`config.mk`:
```
export PLATFORM = sky130hd
export DESIGN_NAME = rd_result_collector
export DESIGN_NICKNAME = d
export VERILOG_FILES = /design/src/rtl/rd_result_collector.sv
export SDC_FILE = /design/constraint.sdc
export NUM_CORES = 1
export LEC_CHECK = 0
export ABC_AREA = 1
export BUFFER_PORTS_ARGS = -buffer_cell sky130_fd_sc_hd__buf_4
export CORE_ASPECT_RATIO = 1.5
export CORE_MARGIN = 2
export CORE_UTILIZATION = 55
export CTS_CLUSTER_DIAMETER = 40
export DETAILED_ROUTE_END_ITERATION = 6
export GPL_ROUTABILITY_DRIVEN = 0
export GPL_TIMING_DRIVEN = 0
export PLACE_DENSITY_LB_ADDON = 0.1
export SLEW_MARGIN = 20
export SYNTH_ARGS = -nofsm -noshare
export SYNTH_HDL_FRONTEND = slang
export SYNTH_SLANG_ARGS = --single-unit
```
`constraint.sdc`:
```
create_clock -name clk -period 9.2 [get_ports clk]
set_clock_uncertainty 0.1 [all_clocks]
set_input_delay 1.38 -clock clk [delete_from_list [all_inputs] [get_ports clk]]
set_output_delay 1.38 -clock clk [all_outputs]
set_load 0.01 [all_outputs]
```
`src/rtl/rd_result_collector.sv`:
```
// rd_result_collector
//   Sits behind the 7-cycle pipelined recursive-doubling adder. The adder never stalls,
//   so operations are only issued while a result slot is guaranteed downstream. Each
//   accepted issue launches a valid/tag token down a LATENCY-deep pipe aligned with the
//   adder. When the token reaches the last stage, {sum_in, carry_in, tag} is written
//   into a DEPTH-entry FIFO that is drained through a valid/ready port.
//
//   Credit rule: tokens in flight plus FIFO occupancy never exceed DEPTH. in_ready is
//   therefore derived from registered state only, and a pop frees its credit one cycle
//   later.
//
//   Optional build macro: RD_COLLECTOR_STATS_EN
//     defined     -> stat_ops / stat_carry counters (16-bit, wrapping) count popped
//                    results and popped results whose carry-out was set.
//     not defined -> counters and their ports are absent.
module rd_result_collector #(
  parameter  int WIDTH   = 32,
  parameter  int LATENCY = 7,
  parameter  int DEPTH   = 8,
  parameter  int TAGW    = 4,
  localparam int AW      = $clog2(DEPTH),
  localparam int LW      = $clog2(DEPTH) + 1
) (
  input  logic             clk,
  input  logic             rst,
  input  logic             in_valid,
  input  logic [TAGW-1:0]  in_tag,
  output logic             in_ready,
  input  logic [WIDTH-1:0] sum_in,
  input  logic             carry_in,
  output logic             out_valid,
  input  logic             out_ready,
  output logic [WIDTH-1:0] out_sum,
  output logic             out_carry,
  output logic [TAGW-1:0]  out_tag,
  output logic [LW-1:0]    level
`ifdef RD_COLLECTOR_STATS_EN
  ,
  output logic [15:0]      stat_ops,
  output logic [15:0]      stat_carry
`endif
);

  localparam logic [LW:0] CREDITS = (LW+1)'(DEPTH);

  logic               accept;
  logic               capture;
  logic               pop;
  logic [LW:0]        outstanding;

  logic [LATENCY-1:0] pipe_v;
  logic [TAGW-1:0]    pipe_tag [LATENCY];
  logic [LW-1:0]      inflight;

  logic [AW-1:0]      wr_ptr;
  logic [AW-1:0]      rd_ptr;
  logic [WIDTH-1:0]   mem_sum  [DEPTH];
  logic [TAGW-1:0]    mem_tag  [DEPTH];
  logic [DEPTH-1:0]   mem_carry;

  // Credit check and handshakes; in_ready depends only on flops.
  assign outstanding = {1'b0, inflight} + {1'b0, level};
  assign in_ready    = (outstanding < CREDITS);
  assign accept      = in_valid & in_ready;
  assign capture     = pipe_v[LATENCY-1];
  assign out_valid   = (level != '0);
  assign pop         = out_valid & out_ready;

  // Head outputs come straight from the storage flops, forced to zero when empty.
  assign out_sum   = out_valid ? mem_sum[rd_ptr]   : '0;
  assign out_carry = out_valid ? mem_carry[rd_ptr] : 1'b0;
  assign out_tag   = out_valid ? mem_tag[rd_ptr]   : '0;

  // Token pipe: shifts every cycle, a bubble enters whenever nothing is accepted.
  always_ff @(posedge clk or posedge rst) begin
    if (rst) begin
      pipe_v <= '0;
      for (int i = 0; i < LATENCY; i++) pipe_tag[i] <= '0;
    end else begin
      pipe_v <= {pipe_v[LATENCY-2:0], accept};
      for (int i = LATENCY-1; i > 0; i--) pipe_tag[i] <= pipe_tag[i-1];
      pipe_tag[0] <= accept ? in_tag : '0;
    end
  end

  // Number of valid tokens currently in the pipe.
  always_ff @(posedge clk or posedge rst) begin
    if (rst) inflight <= '0;
    else     inflight <= inflight + LW'(accept) - LW'(capture);
  end

  // Result storage; contents are only observed through valid entries, so no reset.
  always_ff @(posedge clk) begin
    if (capture) begin
      mem_sum[wr_ptr]   <= sum_in;
      mem_carry[wr_ptr] <= carry_in;
      mem_tag[wr_ptr]   <= pipe_tag[LATENCY-1];
    end
  end

  // FIFO pointers and exact occupancy; pointers wrap naturally at DEPTH.
  always_ff @(posedge clk or posedge rst) begin
    if (rst) begin
      wr_ptr <= '0;
      rd_ptr <= '0;
      level  <= '0;
    end else begin
      if (capture) wr_ptr <= wr_ptr + 1'b1;
      if (pop)     rd_ptr <= rd_ptr + 1'b1;
      case ({capture, pop})
        2'b10:   level <= level + 1'b1;
        2'b01:   level <= level - 1'b1;
        default: level <= level;
      endcase
    end
  end

`ifdef RD_COLLECTOR_STATS_EN
  // Popped-result counters, wrapping at 2^16.
  always_ff @(posedge clk or posedge rst) begin
    if (rst) begin
      stat_ops   <= '0;
      stat_carry <= '0;
    end else if (pop) begin
      stat_ops <= stat_ops + 16'd1;
      if (out_carry) stat_carry <= stat_carry + 16'd1;
    end
  end
`endif

endmodule

```
==> impl_metrics.env <==
export IMPL_cts_root_buf="clkbuf_16"
export IMPL_p_leak_uw=0.008140
export IMPL_synth_seq_cells=345
export IMPL_ctsResizeCount=0
export IMPL_cp_top_family="buffers and inverters"
export IMPL_synth_compound_area_frac=0.002536
export IMPL_synth_area_mm2=0.01480
export IMPL_synth_area_leaders="edfxtp_1, nand2_1, dfrtp_1"
export IMPL_post_place_ws_ns=5.950
export IMPL_slew_headroom=0.4858
export IMPL_seqCellArea_mm2=0.01011
export IMPL_post_route_period_util=0.4141
export IMPL_path_max_fanout=10
export IMPL_start_util=0.5588
export IMPL_synth_xor_area_share=0.004734
export IMPL_rr_endpoint="level[3]$_DFFE_PP0P_"
export IMPL_rr_worst_depth=11
export IMPL_holdPathStages=0
export IMPL_routed_wirelength_mm=33.34
export IMPL_crit_buf_inv=4
export IMPL_synthCells=1437
export IMPL_path_class="reg -> out"
export IMPL_dr_pass1_iters=5
export IMPL_synth_top_area_cell="edfxtp_1"
export IMPL_dp_hpwl_mm=21.69
export IMPL_die_w_um=137.9
export IMPL_grt_max_degree=32
export IMPL_fin_nets=1626
export IMPL_io_buffer_count=83
export IMPL_drive_gt1_frac=0.1326
export IMPL_worstPathArrival_ns=2.33
export IMPL_hold_buffers=0
export IMPL_worstMarginPinSlew_ns=0.7695
export IMPL_rsz0062_at_grt="false"
export IMPL_start_kind="register"
export IMPL_grt_pass1_vias=9659
export IMPL_pin_count=84
export IMPL_htree_levels=2
export IMPL_num_vias=9785
export IMPL_fin_hold_ws_ns=0.2435
export IMPL_synthToLayoutAreaGrowth_pct=17.73
export IMPL_fin_setup_tns_ns=0
export IMPL_drt_iter0_drc=685
export IMPL_path_clk_slew_ns=0.06
export IMPL_syn_area_per_cell_um2=10.30
export IMPL_coreArea_mm2=0.02649
export IMPL_finalSetupViolCount=0
export IMPL_synth_simple_area_share=0.1888
export IMPL_cp_slowest_stage_delay_ns=0.41
export IMPL_critical_path_cell_chain="inv_1 > buf_2 > buf_2 > nand3_1 > nand3_1 > nand2_1 > nor2_1 > buf_4"
export IMPL_vdd_drop_max_uv=272.5
export IMPL_grt_pass1_wl_mm=51.64
export IMPL_avgRoutedWirePerCell_um=17.22
export IMPL_cts_tree="yes"
export IMPL_multiInputGateArea_mm2=0.003152
export IMPL_drv_cap=0
export IMPL_yosysUniqueCellTypes=23
export IMPL_hp_start="pipe_tag[8]$_DFF_PP0_"
export IMPL_grt_usage=0.2468
export IMPL_layout_min_cycle_time_ns=3.810
export IMPL_synth_top_family_by_area="simple AND/OR/NAND/NOR gates"
export IMPL_synth_top_area_frac=0.6005
export IMPL_antenna_found_initial=0
export IMPL_min_to="pipe_tag[4]$_DFF_PP0_"
export IMPL_clkSinkCount=345
export IMPL_drc=0
export IMPL_status="complete, no violations"
export IMPL_ys_seq_area_frac=0.6833
export IMPL_slowest_stage="dfrtp_1"
export IMPL_worstPathRequired_ns=7.72
export IMPL_cts_setup_buffers=0
export IMPL_syn_num_nets=1492
export IMPL_clk_latency_ns=0.52
export IMPL_final_area_mm2=0.01743
export IMPL_vias_per_cell=5.054
export IMPL_layout_common_cells="nand2_1, inv_1, edfxtp_1, nand3_1, buf_4"
export IMPL_placed_area_mm2=0.01624
export IMPL_r2r_slack_ns=6.82
export IMPL_hold_class="reg -> reg"
export IMPL_cts_buffer_depth=3
export IMPL_antenna_cells=0
export IMPL_overflow=0
export IMPL_die_area_mm2=0.02827
export IMPL_yosysWarnings=0
export IMPL_p_per_area_mw_per_mm2=311.8
export IMPL_die_height_um=204.9
export IMPL_cts_buffers=36
export IMPL_fmax_mhz=262.5
export IMPL_ant_nets=0
export IMPL_endpoint_kind="output pin"
export IMPL_rows=73
export IMPL_r2r_start="level[0]$_DFFE_PP0P_"
export IMPL_fill_cells=1961
export IMPL_synth_fa_ha_area_frac=0.01285
export IMPL_synthMuxAreaShare=0
export IMPL_slew_viol_final=0
export IMPL_final_common_cell="nand2_1"
export IMPL_finalHoldViolations=0
export IMPL_setup_slack_ns=5.390
## layout make-up
cell class / count / area share
buffer: 61 / 0.02183
clock buffer: 50 / 0.05787
clock inverter: 16 / 0.01012
inverter: 323 / 0.06972
multi-input combinational: 708 / 0.1809
sequential: 345 / 0.5804
tap: 337 / 0.02420
timing repair buffer: 96 / 0.05500
## worst max-delay path by stage
stage                                startpoint                       end  slack (ns)  cells past startpoint
after global placement      pipe_v[6]$_DFF_PP0_  mem_sum[0][16]$_DFFE_PP_        4.52                      3
after global routing      rd_ptr[1]$_DFFE_PP0N_               out_sum[24]        5.27                      8
after detailed placement  rd_ptr[2]$_DFFE_PP0N_               out_sum[24]        5.95                      5
final                     rd_ptr[1]$_DFFE_PP0N_               out_sum[24]        5.39                      8
after floorplan             pipe_v[6]$_DFF_PP0_    mem_carry[0]$_DFFE_PP_        6.32                      3
after CTS                 rd_ptr[2]$_DFFE_PP0N_               out_sum[24]        5.37                      5
## state kept, by name, indices dropped and copies added (netlist names)
| register | count |
|---|---|
| wr_ptr | 3 |
| rd_ptr | 3 |
| mem_carry | 8 |
| level | 4 |
| mem_tag | 32 |
| inflight | 4 |
| mem_sum | 256 |
| pipe_v | 7 |
| pipe_tag | 28 |
## power breakdown
| part | internal (uW) | total [uW] | leakage (uW) | switching (uW) |
|---|---|---|---|---|
| registers | 1870 | 1940 | 0.00332 | 73.7 |
| clock network | 859 | 1440 | 0.000573 | 577 |
| logic | 758 | 2050 | 0.00425 | 1300 |
## metrics by stage
stage	cells	util	total power (uW)
floorplan	1437	-	3186
global placement	1857	0.5983	3954
detailed placement	1870	0.6132	4034
CTS	1936	0.6579	5479
global route	1936	0.6579	5755
finish	1936	0.6579	5434
## kinds of logic (layout without fill, tap and decap cells)
family / after synthesis / count (layout)
AOI/OAI and AO/OA: 7 / 7
adders and majority gates: 14 / 14
xor gates and xnor gates: 8 / 8
and+or+nand+nor: 679 / 679
DFF: 345 / 345
buffers and inverters: 384 / 546
## Yosys cell counts
cell type  instances
clkbuf_1           5
and2_1             1
nor2_1            88
nand2_1          398
dfrtp_1           49
inv_1            322
xor2_1             5
clkbuf_4           1
nand3_1          189
ha_1              12
nor3_1             1
buf_2             34
buf_1              5
edfxtp_1         296
buf_6             12
xnor2_1            3
o21ai_0            5
fa_1               2
inv_4              1
buf_4              4
o21bai_1           1
or2_2              2
a21oi_1            1
## worst reg2reg max path, cell delays in order (launching register included)
cell,delay [ns]
dfrtp_1,0.42
inv_1,0.15
nand3_1,0.15
nand2_1,0.20
inv_1,0.14
ha_1,0.26
ha_1,0.32
or2_2,0.32
nand3_1,0.08
nand2_1,0.05
nand2_1,0.05
nand2_1,0.04
## routing by layer
metal | vias to the layer above | GRT usage | wire, um
li1 | 4761 | - | -
met1 | 4649 | 0.3021 | 13310
met2 | 288 | 0.4341 | 17210
met3 | 87 | 0.03860 | 1644
met4 | 0 | 0.09840 | 1180
met5 | - | 0 | 0
Note: power is estimated with default switching activity, not from simulation.
